==> config.mk <==
export PLATFORM = sky130hd
export DESIGN_NAME = tx_arb
export DESIGN_NICKNAME = d
export VERILOG_FILES = /design/src/rtl/tx_arb.sv
export SDC_FILE = /design/constraint.sdc
export NUM_CORES = 1
export LEC_CHECK = 0
export ABC_CLOCK_PERIOD_IN_PS = 4200
export CAP_MARGIN = 30
export CORE_AREA = 2 2 88 90
export DETAILED_ROUTE_END_ITERATION = 8
export DIE_AREA = 0 0 90 92
export DONT_BUFFER_PORTS = 1
export GPL_ROUTABILITY_DRIVEN = 0
export HOLD_SLACK_MARGIN = 0.12
export PLACE_DENSITY_LB_ADDON = 0.08
export SLEW_MARGIN = 20
export SYNTH_ARGS = -nofsm -noshare
export SYNTH_HDL_FRONTEND = slang
export SYNTH_SLANG_ARGS = --single-unit
==> constraint.sdc <==
create_clock -name clk -period 4.2 [get_ports clk]
set_input_delay 0.21 -clock clk [delete_from_list [all_inputs] [get_ports clk]]
set_output_delay 0.21 -clock clk [all_outputs]
set_load 0.05 [all_outputs]
==> src/rtl/tx_arb.sv <==
// tx_arb: two-requester transmit arbiter in front of a UART transmitter.
//
// Each requester has a one-word holding slot. A slot is granted to the UART
// with round-robin on ties. The word is strobed once, then the arbiter waits
// for the UART busy handshake (rise, then fall) before it frees the slot.
// If busy never rises within BUSY_TO cycles, the arbiter flags an error and
// re-arbitrates with the slot still full, so the word is retried.
//
// Ports
//   clk          single clock, rising edge
//   rst          asynchronous active-high reset
//   i_req_valid  one-cycle write pulse per requester (0 = sequencer, 1 = send path)
//   i_req_data0  requester 0 word
//   i_req_data1  requester 1 word
//   o_req_full   slot r holds an unsent word
//   o_ovf        sticky: a write arrived while its slot was full (write dropped)
//   i_tx_busy    UART transmitter busy
//   o_tx_data    word to the UART (0 while idle)
//   o_tx_stb     one-cycle UART transmit strobe
//   o_err        sticky: busy did not rise within BUSY_TO cycles of a strobe
//   o_sent_cnt   completed-word count, wraps 255 -> 0
//
// state       | meaning
// ------------+---------------------------------------------------------
// IDLE        | no transfer; grant a full slot if any
// STROBE      | o_tx_stb high for this single cycle
// WAIT_BUSY   | waiting for UART busy to rise, bounded by BUSY_TO cycles
// WAIT_DONE   | UART busy; on busy fall the granted slot is freed

module tx_arb #(
  parameter int DW      = 16,
  parameter int BUSY_TO = 16
) (
  input  logic          clk,
  input  logic          rst,
  input  logic [1:0]    i_req_valid,
  input  logic [DW-1:0] i_req_data0,
  input  logic [DW-1:0] i_req_data1,
  output logic [1:0]    o_req_full,
  output logic [1:0]    o_ovf,
  input  logic          i_tx_busy,
  output logic [DW-1:0] o_tx_data,
  output logic          o_tx_stb,
  output logic          o_err,
  output logic [7:0]    o_sent_cnt
);

  localparam int TW = (BUSY_TO > 1) ? $clog2(BUSY_TO) : 1;

  localparam logic [1:0] S_IDLE      = 2'd0;
  localparam logic [1:0] S_STROBE    = 2'd1;
  localparam logic [1:0] S_WAIT_BUSY = 2'd2;
  localparam logic [1:0] S_WAIT_DONE = 2'd3;

  logic [1:0]    state;
  logic          gnt;
  logic          last_gnt;
  logic [TW-1:0] timer;
  logic [1:0]    slot_full;
  logic [DW-1:0] slot_data0;
  logic [DW-1:0] slot_data1;
  logic [1:0]    ovf;
  logic          err;
  logic [7:0]    sent_cnt;

  logic          done;
  logic [1:0]    clr;
  logic [1:0]    wr_ok;
  logic [1:0]    drop;
  logic          pick;

  // Transfer completes on busy fall while in WAIT_DONE.
  assign done = (state == S_WAIT_DONE) && !i_tx_busy;
  assign clr  = {done & gnt, done & ~gnt};

  // A slot being freed this cycle can take a new word in the same cycle.
  assign wr_ok = i_req_valid & (~slot_full | clr);
  assign drop  = i_req_valid & slot_full & ~clr;

  // Single full slot wins outright; on a tie, the one not granted last wins.
  always_comb begin
    pick = 1'b0;
    case (slot_full)
      2'b01:   pick = 1'b0;
      2'b10:   pick = 1'b1;
      2'b11:   pick = ~last_gnt;
      default: pick = 1'b0;
    endcase
  end

  always_ff @(posedge clk or posedge rst) begin
    if (rst) begin
      slot_full  <= 2'b00;
      slot_data0 <= '0;
      slot_data1 <= '0;
      ovf        <= 2'b00;
    end else begin
      slot_full <= wr_ok | (slot_full & ~clr);
      ovf       <= ovf | drop;
      if (wr_ok[0]) slot_data0 <= i_req_data0;
      if (wr_ok[1]) slot_data1 <= i_req_data1;
    end
  end

  always_ff @(posedge clk or posedge rst) begin
    if (rst) begin
      state    <= S_IDLE;
      gnt      <= 1'b0;
      last_gnt <= 1'b1;
      timer    <= '0;
      err      <= 1'b0;
      sent_cnt <= 8'd0;
    end else begin
      case (state)
        S_IDLE: begin
          if (|slot_full) begin
            gnt   <= pick;
            state <= S_STROBE;
          end
        end
        S_STROBE: begin
          timer <= TW'(BUSY_TO - 1);
          state <= S_WAIT_BUSY;
        end
        S_WAIT_BUSY: begin
          if (i_tx_busy) begin
            state <= S_WAIT_DONE;
          end else if (timer == '0) begin
            // Slot stays full: the word is retried through normal arbitration.
            state <= S_IDLE;
            err   <= 1'b1;
          end else begin
            timer <= timer - TW'(1);
          end
        end
        S_WAIT_DONE: begin
          if (!i_tx_busy) begin
            state    <= S_IDLE;
            sent_cnt <= sent_cnt + 8'd1;
            last_gnt <= gnt;
          end
        end
        default: state <= S_IDLE;
      endcase
    end
  end

  // The granted slot cannot be overwritten while full, so the word is stable
  // from the strobe through the busy fall.
  assign o_tx_data  = (state == S_IDLE) ? '0 : (gnt ? slot_data1 : slot_data0);
  assign o_tx_stb   = (state == S_STROBE);
  assign o_req_full = slot_full;
  assign o_ovf      = ovf;
  assign o_err      = err;
  assign o_sent_cnt = sent_cnt;

endmodule

Yosys cells after proc, flatten, opt, wreduce, memory -nomap -nowiden --
Index checks and enable logic that the tools add are counted.
Cells by class: eq/ne operators 10, reductions and logical operators 11, bitwise gates (word level) 14, $add $sub $neg 2, multiplexer cells 11
Operator list (count):
- $mux W16 | 2
- $reduce_and A3 Y1 | 3
- $add A8 B1 Y8 const B | 1
- $and A2 B2 Y2 | 4
- $eq A2 B2 Y1 const B | 4
- $mux W2 | 4
- $mux W4 | 2
- $ne A2 B2 Y1 const B | 4
- $pmux W2 S4 | 1
- $pmux W4 S2 | 1
- $or A2 B2 Y2 | 3
- $logic_not A4 Y1 | 1
- $not A2 Y2 | 2
- $reduce_and A2 Y1 | 2
- $sub A4 B1 Y4 const B | 1
- $ne A3 B3 Y1 const B | 1
- $not A1 Y1 | 3
- $and A1 B1 Y1 | 2
- $eq A2 B1 Y1 const B | 1
- $logic_not A2 Y1 | 1
- $pmux W1 S2 | 1
- $reduce_bool A2 Y1 | 1
- $reduce_or A2 Y1 | 1
- $logic_and A1 B1 Y1 | 1
- $logic_not A1 Y1 | 1
Storage, ports and cells: output and inout bits 30, register bits 53

Depth between registers and ports, before layout --
Gate-level depths: netlist of run 1.
depth in word-level cells 6, gate-level depth with buffers 5, depth with buffers taken out 5

Worst setup path after synthesis of run 1 --
Ideal clock, no wire load.
path kind register to output, start register state[1], end output o_tx_data[10], data arrival time 1.516 ns, slack 2.474 ns, stages on the path, launching flop included 5, cells stage by stage dfrtp_1 -> buf_2 -> nor2_1 -> clkbuf_1 -> nor2_1
On the way: word-level cells in the longest chain between the ends 2
Ends and longest elaborated chain:
- start: declaration | RTL line 55 | logic [1:0] state;
- start signal: assignment | RTL line 107 | state <= S_IDLE;
- start signal: assignment | RTL line 118 | state <= S_STROBE;
- start signal: assignment | RTL line 123 | state <= S_WAIT_BUSY;
- $logic_not A2 Y1 | RTL line 150 | assign o_tx_data = (state == S_IDLE) ? '0 : (gnt ? slot_data1 : slot_data0);
- $mux W16 | RTL line 150
- end: declaration | RTL line 42 | output logic [DW-1:0] o_tx_data,
No other way between the ends.

Worst setup path in the final report of run 1 --
start register state[1], end output o_tx_data[3]
Same word-level chain as after synthesis.

==> run_results.csv, run 1 <==
group,metric,value,unit
flow_run,drv_cap,0,
clock_tree,ctsResizeCount,0,
global_routing,antenna_found_initial,0,
global_routing,grtUsageMet3,4.27,%
finish,area_delta_synth_final,22.8,%
timing,worst_pin_slew,0.997,ns
worst_setup_path,critPathTopFamily,"simple AND/OR/NAND/NOR gates",
clock_tree,cts.sinks,53,
global_routing,met2_usage,21.8,%
finish,final_cell_count_no_fill,334,
pwr,p_seq_share,41.2,%
yosys,synth_area,2500,µm²
clock_tree,clock_latency,0.30,ns
detailed_routing,wl_per_cell,15.1,µm
detailed_routing,postRouteAntennaNets,0,
worst_setup_path,crit_chain,"nor2_1 > buf_4 > nor2_1",
worst_setup_path,crit_top_cell,"nor2_1",
die,die_x,90,µm
pwr,p_leak,1.41,nW
timing,drv_slew,0,
timing,rsz0062_at_grt,"false",
worst_setup_path,cp_slowest_cell,"dfrtp_1",
global_routing,met1_usage,15.5,%
yosys,synth_edf_count,0,
yosys,yosysWarnings,0,
hold_path,min_to,"timer[3]",
worst_setup_path,critPathBufInv,1,
pwr,comb_power_share,44.2,%
die,core.rowCount,32,
global_routing,overflow,0,
hold_path,hold_path_depth,2,
pwr,power.switching,1.15,mW
worst_setup_path,r2r_cells,4,
clock_tree,cts_setup_buffers,0,
worst_setup_path,worstPathArrival,2.13,ns
global_routing,first_global_vias,1656,
detailed_routing,drt-total-wl,5060,µm
worst_setup_path,rr_endpoint,"slot_data0[7]",
placed_design,dpl.cell_count,290,
pwr,power.density,787,nW/µm²
timing,fin_setup_tns,0,ns
timing,relSlewSlack,33.4,%
worst_setup_path,critPathMaxFanout,19,
worst_setup_path,max_stage_delay,0.75,ns
global_routing,grtUsageTotal,12.8,%
die,die_area,8280,µm²
pwr,pwr-share-clk,14.6,%
global_routing,grt_max_degree,54,
die,start_util,33.6,%
detailed_routing,firstDrtPassIters,4,
yosys,syn_inst,195,
finish,diodes,0,
worst_setup_path,path_class,"register to output pin",
worst_setup_path,r2r_start,"gnt",
yosys,async_flop_share,100,%
detailed_routing,remaining_drc_errors,0,
timing,period_needed,2.34,ns
pwr,p_int,1.27,mW
finish,drive_gt1_share,17.2,%
yosys,synth_fp_nets,234,
die,core_area,7450,µm²
yosys,synth_compound_area_share,6.65,%
yosys,synth-simple-area-share,11.6,%
timing,fin_crit_sh,55.8,%
placed_design,port_buffers,0,
detailed_routing,num_vias,1619,
status,outcome,"completed",
clock_tree,cts_tree,"done",
yosys,synth_flop_cell,"dfrtp_1",
global_routing,grt_pass1_wl,8530,µm
finish,finish.net_count,270,
worst_setup_path,cp.required,3.99,ns
global_routing,grt-busiest-layer,"met2",
pwr,ir_drop,0.327,mV
worst_setup_path,regToRegSetupSlack,2.04,ns
die,io-pin-count,67,
yosys,synth_fa_ha_area_share,1.00,%
hold_path,holdCritPathClass,"primary input to register",
clock_tree,root_buffer,"clkbuf_8",
timing,finalHoldViolCount,0,
yosys,synth_cell_types,41,
yosys,synth_seq_cells,53,
hold_path,hold_start,"i_tx_busy",
placed_design,dp_hpwl,3430,µm
clock_tree,clkTransAtPathRegs,0.09,ns
pwr,swShare,47.5,%
clock_tree,h-tree-depth,2,
clock_tree,clockBufferDepth,2,
yosys,synth_top_family_by_area,"multiplexers",
timing,clock.fmax,427,MHz
worst_setup_path,endpoint_kind,"output pin",
die,die_h,92,µm
detailed_routing,first_iter_violations,54,
finish,fill_cells,705,
clock_tree,cts_buffers,5,
yosys,synthXorXnorAreaFrac,2.45,%
yosys,syn_area_per_cell,12.8,µm²
timing,finalClockSkew,0.00550,ns
detailed_routing,vias_per_cell,4.85,
timing,final-setup-viol-count,0,
yosys,seq_area_frac_synth,53.1,%
yosys,synth_mux_area_share,22.3,%
worst_setup_path,start_kind,"register",
-- cell type report --
| cell class | instances | area (µm²) | area share, % |
|---|---|---|---|
| tap | 102 | 128 | 4.15 |
| inverter | 4 | 17.5 | 0.570 |
| clock buffer | 7 | 86.3 | 2.81 |
| clock inverter | 1 | 30.0 | 0.978 |
| multi-input combinational | 129 | 1100 | 35.8 |
| timing repair buffer | 38 | 383 | 12.5 |
| sequential | 53 | 1330 | 43.2 |
-- layout by cell type (no fill, tap or decap), types with 3 or more instances in the layout --
cell type      instances
a21o_1                 4
mux2i_1               16
nand3b_1               4
dlygate4sd3_1         36
xnor2_1                4
mux2_4                10
inv_1                  3
nand2_1               10
nand4_1                3
xor2_1                 3
o22a_1                 3
dfrtp_1               52
mux2_2                12
mux2_1                10
nor2_1                22
clkbuf_8               6
-- metal layers --
layer | vias to the layer above | share of wire [%]
li1 | 759 | -
met1 | 811 | 44
met2 | 44 | 49
met3 | 5 | 6.0
met4 | 0 | 1.2
met5 | - | 0
-- Yosys cell counts, types with 2 or more instances --
cell      number  share of area [%]
buf_6          3                1.4
nand2_1       10                1.5
inv_1          4               0.60
dfrtp_1       52                 52
xor2_1         3                1.1
mux2_2        12                5.4
o31ai_1        2               0.60
nor3_1         2               0.40
xnor2_1        4                1.4
mux2_1        10                4.5
nand4_1        3               0.75
ha_1           2                1.0
nor3b_1        2               0.60
clkbuf_1       4               0.60
o221ai_1       2               0.70
a21o_1         4                1.2
o22a_1         3                1.1
mux2i_1       16                6.4
mux2_4        10                6.0
nand3b_1       4                1.2
buf_2          2               0.40
nor2_1        22                3.3
-- power groups by stage --
stage	logic [mW]	clock network (mW)	registers (mW)
3_5_place_dp	1.05	0	1.01
2_1_floorplan	1.01	0	0.908
5_1_grt	1.14	0.393	1.03
3_3_place_gp	0.997	0	1.03
4_1_cts	1.08	0.370	0.996
6_report	1.07	0.352	0.997
-- metrics by stage --
step                hold WS, ns  area [µm²]  total power [mW]  utilization [%]  worst slack [ns]
floorplan                 0.302        2500              1.92                -              2.47
global placement          0.308        2580              2.02             34.6              1.83
detailed placement        0.231        2590              2.06             34.8              2.01
CTS                       0.138        3070              2.45             41.2              1.86
global route              0.132        3070              2.56             41.2              1.73
finish                    0.150        3070              2.42             41.2              1.86
-- worst register-to-register path, stage by stage (launching register included) --
cell	delay [ns]
dfrtp_1	0.63
buf_8	0.24
and4bb_4	0.23
o21ai_4	0.54
mux2_2	0.42
-- cells by family (layout without fill, tap and decap cells) --
kind of cell | count (synthesis) | in the layout
muxes | 48 | 48
DFF | 53 | 53
buffers and inverters | 13 | 50
xor gates and xnor gates | 7 | 7
and+or+nand+nor | 53 | 53
adders and majority gates | 2 | 2
AOI/OAI and AO/OA | 19 | 19
-- repair_timing --
item                                    CTS  global route
hold buffers                             36             0
endpoints found under the setup margin    0             0
hold endpoints to repair                 92             0
-- worst max path at each step --
| stage | start | to | slack, ns | cells after the start |
|---|---|---|---|---|
| floorplan | state[1] | o_tx_data[10] | 2.47 | 4 |
| global placement | gnt | slot_data0[7] | 1.83 | 3 |
| detailed placement | gnt | slot_data0[7] | 2.01 | 4 |
| CTS | state[1] | o_tx_data[5] | 1.86 | 3 |
| global route | state[1] | o_tx_data[5] | 1.73 | 3 |
| finish | state[1] | o_tx_data[3] | 1.86 | 3 |
-- state kept, by name, summed over array words and instances (netlist names) --
| register | flops |
|---|---|
| slot_data0 | 16 |
| last_gnt | 1 |
| slot_data1 | 16 |
| state | 2 |
| o_req_full | 2 |
| o_err | 1 |
| o_sent_cnt | 8 |
| gnt | 1 |
| o_ovf | 2 |
| timer | 4 |
(Power assumes the default switching activity.)
==> inputs of run 2 (changes only) <==
--- a/config.mk
+++ b/config.mk
@@ -5,7 +5,7 @@
 export SDC_FILE = /design/constraint.sdc
 export NUM_CORES = 1
 export LEC_CHECK = 0
-export ABC_CLOCK_PERIOD_IN_PS = 4200
+export ABC_CLOCK_PERIOD_IN_PS = 2290
 export CAP_MARGIN = 30
 export CORE_AREA = 2 2 88 90
 export DETAILED_ROUTE_END_ITERATION = 8
==> constraint.sdc (replaced) <==
create_clock -name clk -period 2.29 [get_ports clk]
set_input_delay 0.1145 -clock clk [delete_from_list [all_inputs] [get_ports clk]]
set_output_delay 0.1145 -clock clk [all_outputs]
set_load 0.05 [all_outputs]
==> run 2 against run 1 <==
Against the previous run: setup slack got worse by 1.5 ns; non-clock buffer count increased by 26; global-route usage increased by 1.8 points; core utilization increased by 2.8 points; design area increased by 6.7%; largest power group unchanged.
==> run_results.csv, run 2 (synthesized netlist as in run 1, its figures left out) <==
group,metric,value,unit
finish,layout_commonest_cell,"dfrtp_1",
global_routing,grtUsageTotal,14.6,%
finish,fill_cells,725,
finish,layout_common_cells,"dfrtp_1, dlygate4sd3_1, buf_4",
pwr,power.switching,2.21,mW
worst_setup_path,r2r_start,"state[0]",
status,outcome,"completed",
worst_setup_path,endpoint_kind,"register",
worst_setup_path,r2r_cells,3,
worst_setup_path,cp_slowest_cell,"dfrtp_1",
detailed_routing,remaining_drc_errors,0,
finish,final-seq-area,1330,µm²
timing,drv_slew,0,
worst_setup_path,cp.required,2.49,ns
pwr,ir_drop,0.589,mV
timing,finalClockSkew,0.00625,ns
pwr,swShare,44.7,%
clock_tree,cts.sinks,53,
timing,rsz0062_at_grt,"false",
timing,clock.fmax,512,MHz
timing,finalHoldViolCount,0,
clock_tree,h-tree-depth,2,
global_routing,grt_pass1_wl,9550,µm
clock_tree,cts_tree,"done",
worst_setup_path,max_stage_delay,0.69,ns
hold_path,holdCritPathClass,"primary input to register",
worst_setup_path,crit_chain,"nand4b_4 > a21boi_4 > mux2_2",
pwr,p_leak,1.54,nW
detailed_routing,wl_per_cell,15.7,µm
timing,relSlewSlack,58.9,%
timing,fin_crit_sh,85.3,%
worst_setup_path,critPathMaxFanout,16,
die,die_area,8280,µm²
timing,worst_pin_slew,0.616,ns
detailed_routing,firstDrtPassIters,4,
detailed_routing,first_iter_violations,52,
pwr,p_seq_share,33.8,%
clock_tree,clockBufferDepth,2,
die,die_x,90,µm
finish,area_delta_synth_final,31.0,%
finish,multiInputGateArea,1100,µm²
die,start_util,33.6,%
die,core_area,7450,µm²
placed_design,port_buffers,0,
finish,final_util,44.0,%
worst_setup_path,start_kind,"register",
global_routing,overflow,0,
clock_tree,clkTransAtPathRegs,0.10,ns
detailed_routing,postRouteAntennaNets,0,
die,core.rowCount,32,
global_routing,antenna_found_initial,0,
die,io-pin-count,67,
flow_run,drv_cap,0,
hold_path,hold_start,"i_tx_busy",
pwr,pwr-share-clk,15.3,%
detailed_routing,drt-total-wl,5650,µm
pwr,comb_power_share,50.9,%
worst_setup_path,path_class,"register to register",
worst_setup_path,startpoint,"state[0]",
finish,drive_gt1_share,25.6,%
pwr,p_int,2.72,mW
worst_setup_path,worstPathArrival,2.15,ns
finish,finish.net_count,296,
finish,diodes,0,
pwr,power.density,1500,nW/µm²
clock_tree,root_buffer,"clkbuf_8",
global_routing,first_global_vias,1848,
timing,period_needed,1.95,ns
clock_tree,cts_buffers,5,
clock_tree,clock_latency,0.31,ns
placed_design,dp_hpwl,3800,µm
hold_path,hold_path_depth,3,
timing,fin_setup_tns,0,ns
timing,final-setup-viol-count,0,
detailed_routing,num_vias,1697,
global_routing,grt_max_degree,28,
clock_tree,cts_setup_buffers,0,
detailed_routing,vias_per_cell,4.71,
die,die_h,92,µm
[run 2: worst paths after layout]
| check | to | slack [ns] |
|---|---|---|
| setup / recovery | slot_data1[14] | 0.34 |
| hold / removal | timer[0] | 0.16 |
| setup reg to reg | slot_data1[14] | 0.34 |
| hold reg to reg | last_gnt | 0.46 |
| max in group asynchronous | slot_data1[0] | 1.32 |
| min in group asynchronous | slot_data0[10] | 0.32 |
[run 2: power groups by stage]
stage          clock (mW)  combinational [mW]  sequential (mW)
2_1_floorplan           0                1.85             1.67
3_3_place_gp            0                2.43             1.66
3_5_place_dp            0                2.47             1.68
4_1_cts             0.781                2.54             1.66
5_1_grt             0.826                2.68             1.72
6_report            0.755                2.51             1.66
[run 2: cell type report]
cell class	count	area share [%]
clock inverters	3	1.99
flip-flops and latches	53	40.5
clock buffers	5	2.10
multi-input cells	129	33.6
repair buffers	64	17.5
well taps	102	3.89
inverters	4	0.458
[run 2: per-layer routing]
metal	GRT usage, %	share of wire [%]	vias to the layer above
met1	17.1	43	840
met5	0	0	-
met2	25.6	50	39
met4	5.38	1.8	0
li1	-	-	808
met3	4.11	4.4	10
[run 2: repair_timing]
action                     CTS  global route
setup endpoints to repair    0             0
hold buffers                37             0
hold endpoints to repair    69             0
gates resized for setup      0             0
[run 2: stage by stage]
stage	instances	setup slack (ns)	instance area, µm²	hold WS, ns	total power, mW
after floorplan	195	0.586	2500	0.207	3.51
after global placement	315	0.428	2770	0.0812	4.09
after detailed placement	315	0.342	2770	0.0913	4.15
after CTS	360	0.326	3280	0.151	4.98
after global routing	360	0.217	3280	0.157	5.23
final	360	0.336	3280	0.156	4.93
[run 2: critical path, delay by kind of cell (launching register included)]
| kind | cells | cell delay, ns |
|---|---|---|
| simple gates | 1 | 0.21 |
| compound gates | 1 | 0.54 |
| flops | 1 | 0.69 |
| mux | 1 | 0.40 |
